<file path="config.mk">
export PLATFORM = sky130hd
export DESIGN_NAME = data_mem_bridge
export DESIGN_NICKNAME = d
export VERILOG_FILES = /design/src/rtl/data_mem_bridge.sv
export SDC_FILE = /design/constraint.sdc
export NUM_CORES = 1
export LEC_CHECK = 0
export BUFFER_PORTS_ARGS = -buffer_cell sky130_fd_sc_hd__buf_2
export CELL_PAD_IN_SITES_DETAIL_PLACEMENT = 1
export CELL_PAD_IN_SITES_GLOBAL_PLACEMENT = 1
export CORE_UTILIZATION = 25
export CTS_CLUSTER_SIZE = 8
export DETAILED_ROUTE_END_ITERATION = 8
export GPL_TIMING_DRIVEN = 1
export PLACE_DENSITY_LB_ADDON = 0.1
export SLEW_MARGIN = 20
export SYNTH_ARGS = -nofsm -noshare
export SYNTH_HDL_FRONTEND = slang
export SYNTH_SLANG_ARGS = --single-unit
</file>
<file path="constraint.sdc">
create_clock -name clk -period 3 [get_ports clk]
set_input_delay 0.6 -clock clk [delete_from_list [all_inputs] [get_ports clk]]
set_output_delay 0.6 -clock clk [all_outputs]
set_load 0.03 [all_outputs]
</file>
<file path="src/rtl/data_mem_bridge.sv">
`default_nettype none
// ============================================================================
// data_mem_bridge : openmips data port to synchronous BRAM bridge + GPIO MMIO
//   Optional access counter at MMIO offset 0x8 enabled by BRIDGE_ACC_CNT_EN.
// Revision: 1.0
// ============================================================================
module data_mem_bridge #(
  parameter int          BRAM_AW   = 10,
  parameter logic [31:0] MMIO_BASE = 32'h1000_0000
) (
  input  logic               clk,
  input  logic               rst,
  input  logic               ram_ce_i,
  input  logic               ram_we_i,
  input  logic [31:0]        ram_addr_i,
  input  logic [3:0]         ram_sel_i,
  input  logic [31:0]        ram_data_i,
  output logic [31:0]        ram_data_o,
  output logic               stallreq_o,
  output logic               bram_en_o,
  output logic [3:0]         bram_we_o,
  output logic [BRAM_AW-1:0] bram_addr_o,
  output logic [31:0]        bram_din_o,
  input  logic [31:0]        bram_dout_i,
  input  logic [31:0]        gpio_i,
  output logic [31:0]        gpio_o
);

  typedef enum logic [0:0] {
    IDLE  = 1'b0,
    RWAIT = 1'b1
  } state_t;

  state_t      state;
  state_t      state_next;
  logic        mmio;
  logic [13:0] reg_word;
  logic [31:0] mmio_rdata;
  logic        gpio_wr;
  logic        unused;

  assign mmio        = (ram_addr_i[31:16] == MMIO_BASE[31:16]);
  assign reg_word    = ram_addr_i[15:2];
  assign bram_addr_o = ram_addr_i[BRAM_AW+1:2];
  assign bram_din_o  = ram_data_i;
  assign gpio_wr     = (state == IDLE) && ram_ce_i && ram_we_i && mmio && (reg_word == 14'h0);
  assign unused      = &{1'b0, ram_addr_i[1:0]};

`ifdef BRIDGE_ACC_CNT_EN
  logic [31:0] acc_cnt;
  logic        access_done;

  // A load completes in RWAIT; stores and MMIO accesses complete in IDLE.
  assign access_done = ram_ce_i &&
                       ((state == RWAIT) || (ram_we_i || mmio));

  always_ff @(posedge clk or posedge rst) begin
    if (rst) begin
      acc_cnt <= 32'd0;
    end else if (access_done) begin
      acc_cnt <= acc_cnt + 32'd1;
    end
  end
`endif

  always_comb begin
    mmio_rdata = 32'd0;
    case (reg_word)
      14'h0:   mmio_rdata = gpio_o;
      14'h1:   mmio_rdata = gpio_i;
`ifdef BRIDGE_ACC_CNT_EN
      14'h2:   mmio_rdata = acc_cnt;
`endif
      default: mmio_rdata = 32'd0;
    endcase
  end

  always_ff @(posedge clk or posedge rst) begin
    if (rst) begin
      state <= IDLE;
    end else begin
      state <= state_next;
    end
  end

  always_ff @(posedge clk or posedge rst) begin
    if (rst) begin
      gpio_o <= 32'd0;
    end else if (gpio_wr) begin
      for (int i = 0; i < 4; i++) begin
        if (ram_sel_i[i]) gpio_o[8*i +: 8] <= ram_data_i[8*i +: 8];
      end
    end
  end

  always_comb begin
    state_next = state;
    ram_data_o = 32'd0;
    stallreq_o = 1'b0;
    bram_en_o  = 1'b0;
    bram_we_o  = 4'd0;
    case (state)
      IDLE: begin
        if (ram_ce_i) begin
          if (mmio) begin
            if (!ram_we_i) ram_data_o = mmio_rdata;
          end else if (ram_we_i) begin
            bram_en_o = 1'b1;
            bram_we_o = ram_sel_i;
          end else begin
            bram_en_o  = 1'b1;
            stallreq_o = 1'b1;
            state_next = RWAIT;
          end
        end
      end
      RWAIT: begin
        // If the core withdrew the request the BRAM data is simply dropped.
        if (ram_ce_i) ram_data_o = bram_dout_i;
        state_next = IDLE;
      end
      default: state_next = IDLE;
    endcase
  end

endmodule
`default_nettype wire

</file>
* Yosys cells after proc, flatten, opt, wreduce, memory -nomap -nowiden
Index checks and enable logic that the tools add are counted.
Widths: inputs -> output; s select.
** Storage, ports and cells
- Register bits after elaboration :: 33
- Bits of input ports :: 136
- Output and inout port bits :: 112
- Logic and storage cells :: 35
** Cells by class
- Eq/ne operators :: 2
- Multiplexer cells :: 18
- Bitwise operators :: 1
- Reductions and logical operators :: 9
** Operators with widths (number)
- $mux 32 :: 4
- $pmux 32 s2 :: 2
- $eq 16x13->1 const B :: 1
- $mux 4 :: 4
- $eq 14x1->1 const B :: 1
- $logic_not 14->1 :: 1
- $reduce_and 2->1 :: 4
- $mux 1 :: 7
- $logic_and 1x1->1 :: 4
- $pmux 1 s2 :: 1
- $not 1->1 :: 1

* Depth between registers and ports, before layout
- Word-level depth :: 6
- Gate-level depth with buffers :: 6
- Gate-level depth less buffers :: 4

* Least setup slack after synthesis
No wires, ideal clock.
- Kind :: input -> output
- Start :: input port ram_addr_i[26]
- End :: output port ram_data_o[21]
- Arrival :: 2.218 ns
- Data required time :: 2.400 ns
- Path slack :: 0.182 ns
- Stages on the path :: 6
- Path buffers :: 2
- Path through :: nor4b_2 > and4_1 > buf_2 > nand4_1 > clkbuf_1 > o21ai_1
** Between the ends
- Cells in the longest elaborated chain, start to end :: 4
** RTL lines
- start: declaration :: line 15 : input logic [31:0] ram_addr_i,
- $eq 16x13->1 :: line 42 : assign mmio = (ram_addr_i[31:16] == MMIO_BASE[31:16]);
- $mux 32 :: line 105 : if (mmio) begin
- $mux 32 :: line 104 : if (ram_ce_i) begin
- $pmux 32 s2 :: line 102 : case (state)
- end: declaration :: line 18 : output logic [31:0] ram_data_o,
No other way between the ends.

* Worst setup path in the final report
- Start :: input port ram_addr_i[26]
- End :: output port ram_data_o[31]
Same word-level chain as after synthesis.

==> flow_metrics.tcl <==
set metrics [dict create \
    status "complete, no violations" \
    path_clk_slew_ps 80 \
    cp_cell_sequence "buf_2 > nor4b_2 > and4_1 > nand4_1 > buf_4 > o21ai_1 > buf_2" \
    io_pins 248 \
    finalSetupViolCount 0 \
    combPwrFrac_pct 28.8 \
    clock_path_buffers 2 \
    ys_warn_count 0 \
    p_sw_mw 0.3702 \
    grt_pass1_wl_um 14390 \
    insertion_delay_ps 290 \
    grt_pass1_vias 2814 \
    dpl_cell_area_um2 3716 \
    power_frac_clock_pct 30.6 \
    drive_above_1_share_pct 67.54 \
    grtUsageTotal_pct 16.62 \
    cpMaxStageDelayCell "nor4b_2" \
    dieHeight_um 104.3 \
    post-route-period-util_pct 93.70 \
    grt_util_met3_pct 4.637 \
    maxSlewViolCount 0 \
    synth_seq_cells 33 \
    drv_cap 0 \
    power_density_nw_per_um2 289.1 \
    worstSetupEndpointType "output pin" \
    synth_area_um2 2614 \
    routabilityCongestion 0.6814 \
    path_max_fanout 16 \
    met2_usage_pct 31.19 \
    die_w_um 104.3 \
    area_growth_pct 45.48 \
    wire_per_inst_um 15.08 \
    fin_crit_ps 2811 \
    synth_edf_count 0 \
    grt_max_degree 21 \
    syn_nets 384 \
    tightest_slew_ps 576.9 \
    cts_setup_buffers 0 \
    crit_top_cell "buf_2" \
    critPathArrivalTime_ps 2210 \
    hpwl_um 7413 \
    hold_class "in2async" \
    htreeDepth 2 \
    routed_wl_um 8926 \
    vdd_drop_max_v 0.0001577 \
    ys_seq_area_share_pct 31.59 \
    cp.required_ps 2400 \
    finalSetupTns_ps 0 \
    syn_area_per_cell_um2 10.54 \
    cts_tree "done" \
    final_common_cell "buf_2" \
    cts_resized 0 \
    synth_cells 248 \
    switching_share_pct 33.67 \
    finClkSkew_ps 7.721 \
    post-route-cell-area_um2 3802 \
    root_buffer "clkbuf_8" \
    clkSinkCount 33 \
    yosysUniqueCellTypes 25 \
    grt_remaining_overflow 0 \
    antenna_found_initial 0 \
    crit_family "simple AND/OR/NAND/NOR gates" \
    rows 36 \
    ys.flop_type "dfrtp_1" \
    fillCellCount 1243 \
    path_buf_inv 3 \
    die_area_um2 10870 \
    crit_type "in2out" \
    synthArstFlopShare_pct 100.0 \
    core_um2 9955 \
    p_seq_share_pct 40.5 \
    hold_violations 0 \
    top_usage_layer "met2" \
    fmax_ghz 0.3558 \
    relSlewSlack_pct 61.41 \
    vias_per_cell 4.441 \
    first_pass_iters 3 \
    vias 2629 \
    internal_power_mw 0.7291 \
    cp_slowest_stage_delay_ps 410 \
    numCtsBuffers 5 \
    drtAntennaViolNets 0 \
    fin_nets 594 \
    start_util_pct 26.26 \
    use_met1_pct 18.56 \
    n_antenna_cell 0 \
    rsz0062_at_grt "false" \
    first_iter_violations 55 \
    hold_buffers 0 \
    io_buffers 245 \
    p_leak_nw 2.225 \
    layout_common_cells "buf_2, dfrtp_1" \
    drc 0 \
    worstSetupStartpointType "primary input" \
]
## cell type report
cell class | count | area (µm²) | share of cell area (%)
multi-input cells | 160 | 1404 | 36.92
repair buffers | 257 | 1316 | 34.62
flip-flops and latches | 33 | 825.8 | 21.72
well taps | 133 | 166.4 | 4.376
clock buffers | 5 | 68.82 | 1.810
clock inverters | 3 | 17.52 | 0.4607
inverters | 1 | 3.754 | 0.09872
## metal layers
metal	vias up	share of wire (%)
met5	-	0
met4	0	0.69
met3	4	7.7
met2	135	52
met1	1243	40
li1	1247	-
## sequential cells by signal, summed over array words and instances (netlist names)
| signal | count |
|---|---|
| gpio_o | 32 |
| state | 1 |
## logic make-up after synthesis
kind of cell	Yosys count	synth area share (%)
AO/OA/AOI/OAI	32	6.127
buffers and inverters	55	14.70
flip-flops	33	31.59
multiplexers	64	30.64
AND/OR/NAND/NOR	64	16.95
## per-stage QoR
stage	hold WS (ps)	setup slack, ps	util [%]	power (mW)	instances
detailed placement	519.0	159.7	37.33	0.7768	584
global route	293.9	47.31	38.20	1.163	592
CTS	282.6	156.8	38.20	1.121	592
floorplan	704.6	181.8	-	0.6564	248
finish	270.9	189.0	38.20	1.099	592
global placement	514.7	184.2	37.33	0.7725	584
## Yosys cell counts, types with 2 or more instances
| cell type | count | area share (%) |
|---|---|---|
| buf_4 | 42 | 12 |
| dfrtp_1 | 33 | 32 |
| mux2_4 | 32 | 18 |
| mux2i_1 | 32 | 12 |
| nand2_1 | 32 | 4.6 |
| o21ai_1 | 32 | 6.1 |
| nor2_1 | 8 | 1.1 |
| clkbuf_1 | 7 | 1.0 |
| nand3_1 | 4 | 0.77 |
| nor3_4 | 4 | 2.5 |
| nor4_2 | 3 | 1.4 |
| nor4_4 | 3 | 2.4 |
| buf_2 | 2 | 0.38 |
| dlygate4sd1_1 | 2 | 0.67 |
| nand4_4 | 2 | 1.6 |
## path summary, 6_finish.rpt
kind	startpoint	to	slack [ps]	cells after the start
max in group asynchronous	rst	gpio_o[3]	2110	3
min in group clk	gpio_o[8]	gpio_o[8]	540	1
worst min-delay path	rst	gpio_o[23]	270	2
worst max register to register	state	gpio_o[16]	1200	4
worst max-delay path	ram_addr_i[26]	ram_data_o[31]	190	7
worst min register to register	gpio_o[8]	gpio_o[8]	540	1
## power by group through the flow
stage	logic, mW	registers (mW)	clock network (mW)
after global routing	0.341	0.446	0.376
final	0.317	0.446	0.337
after global placement	0.318	0.454	0
after detailed placement	0.322	0.454	0
after floorplan	0.202	0.454	0
after CTS	0.323	0.446	0.352
(Power assumes the default switching activity.)
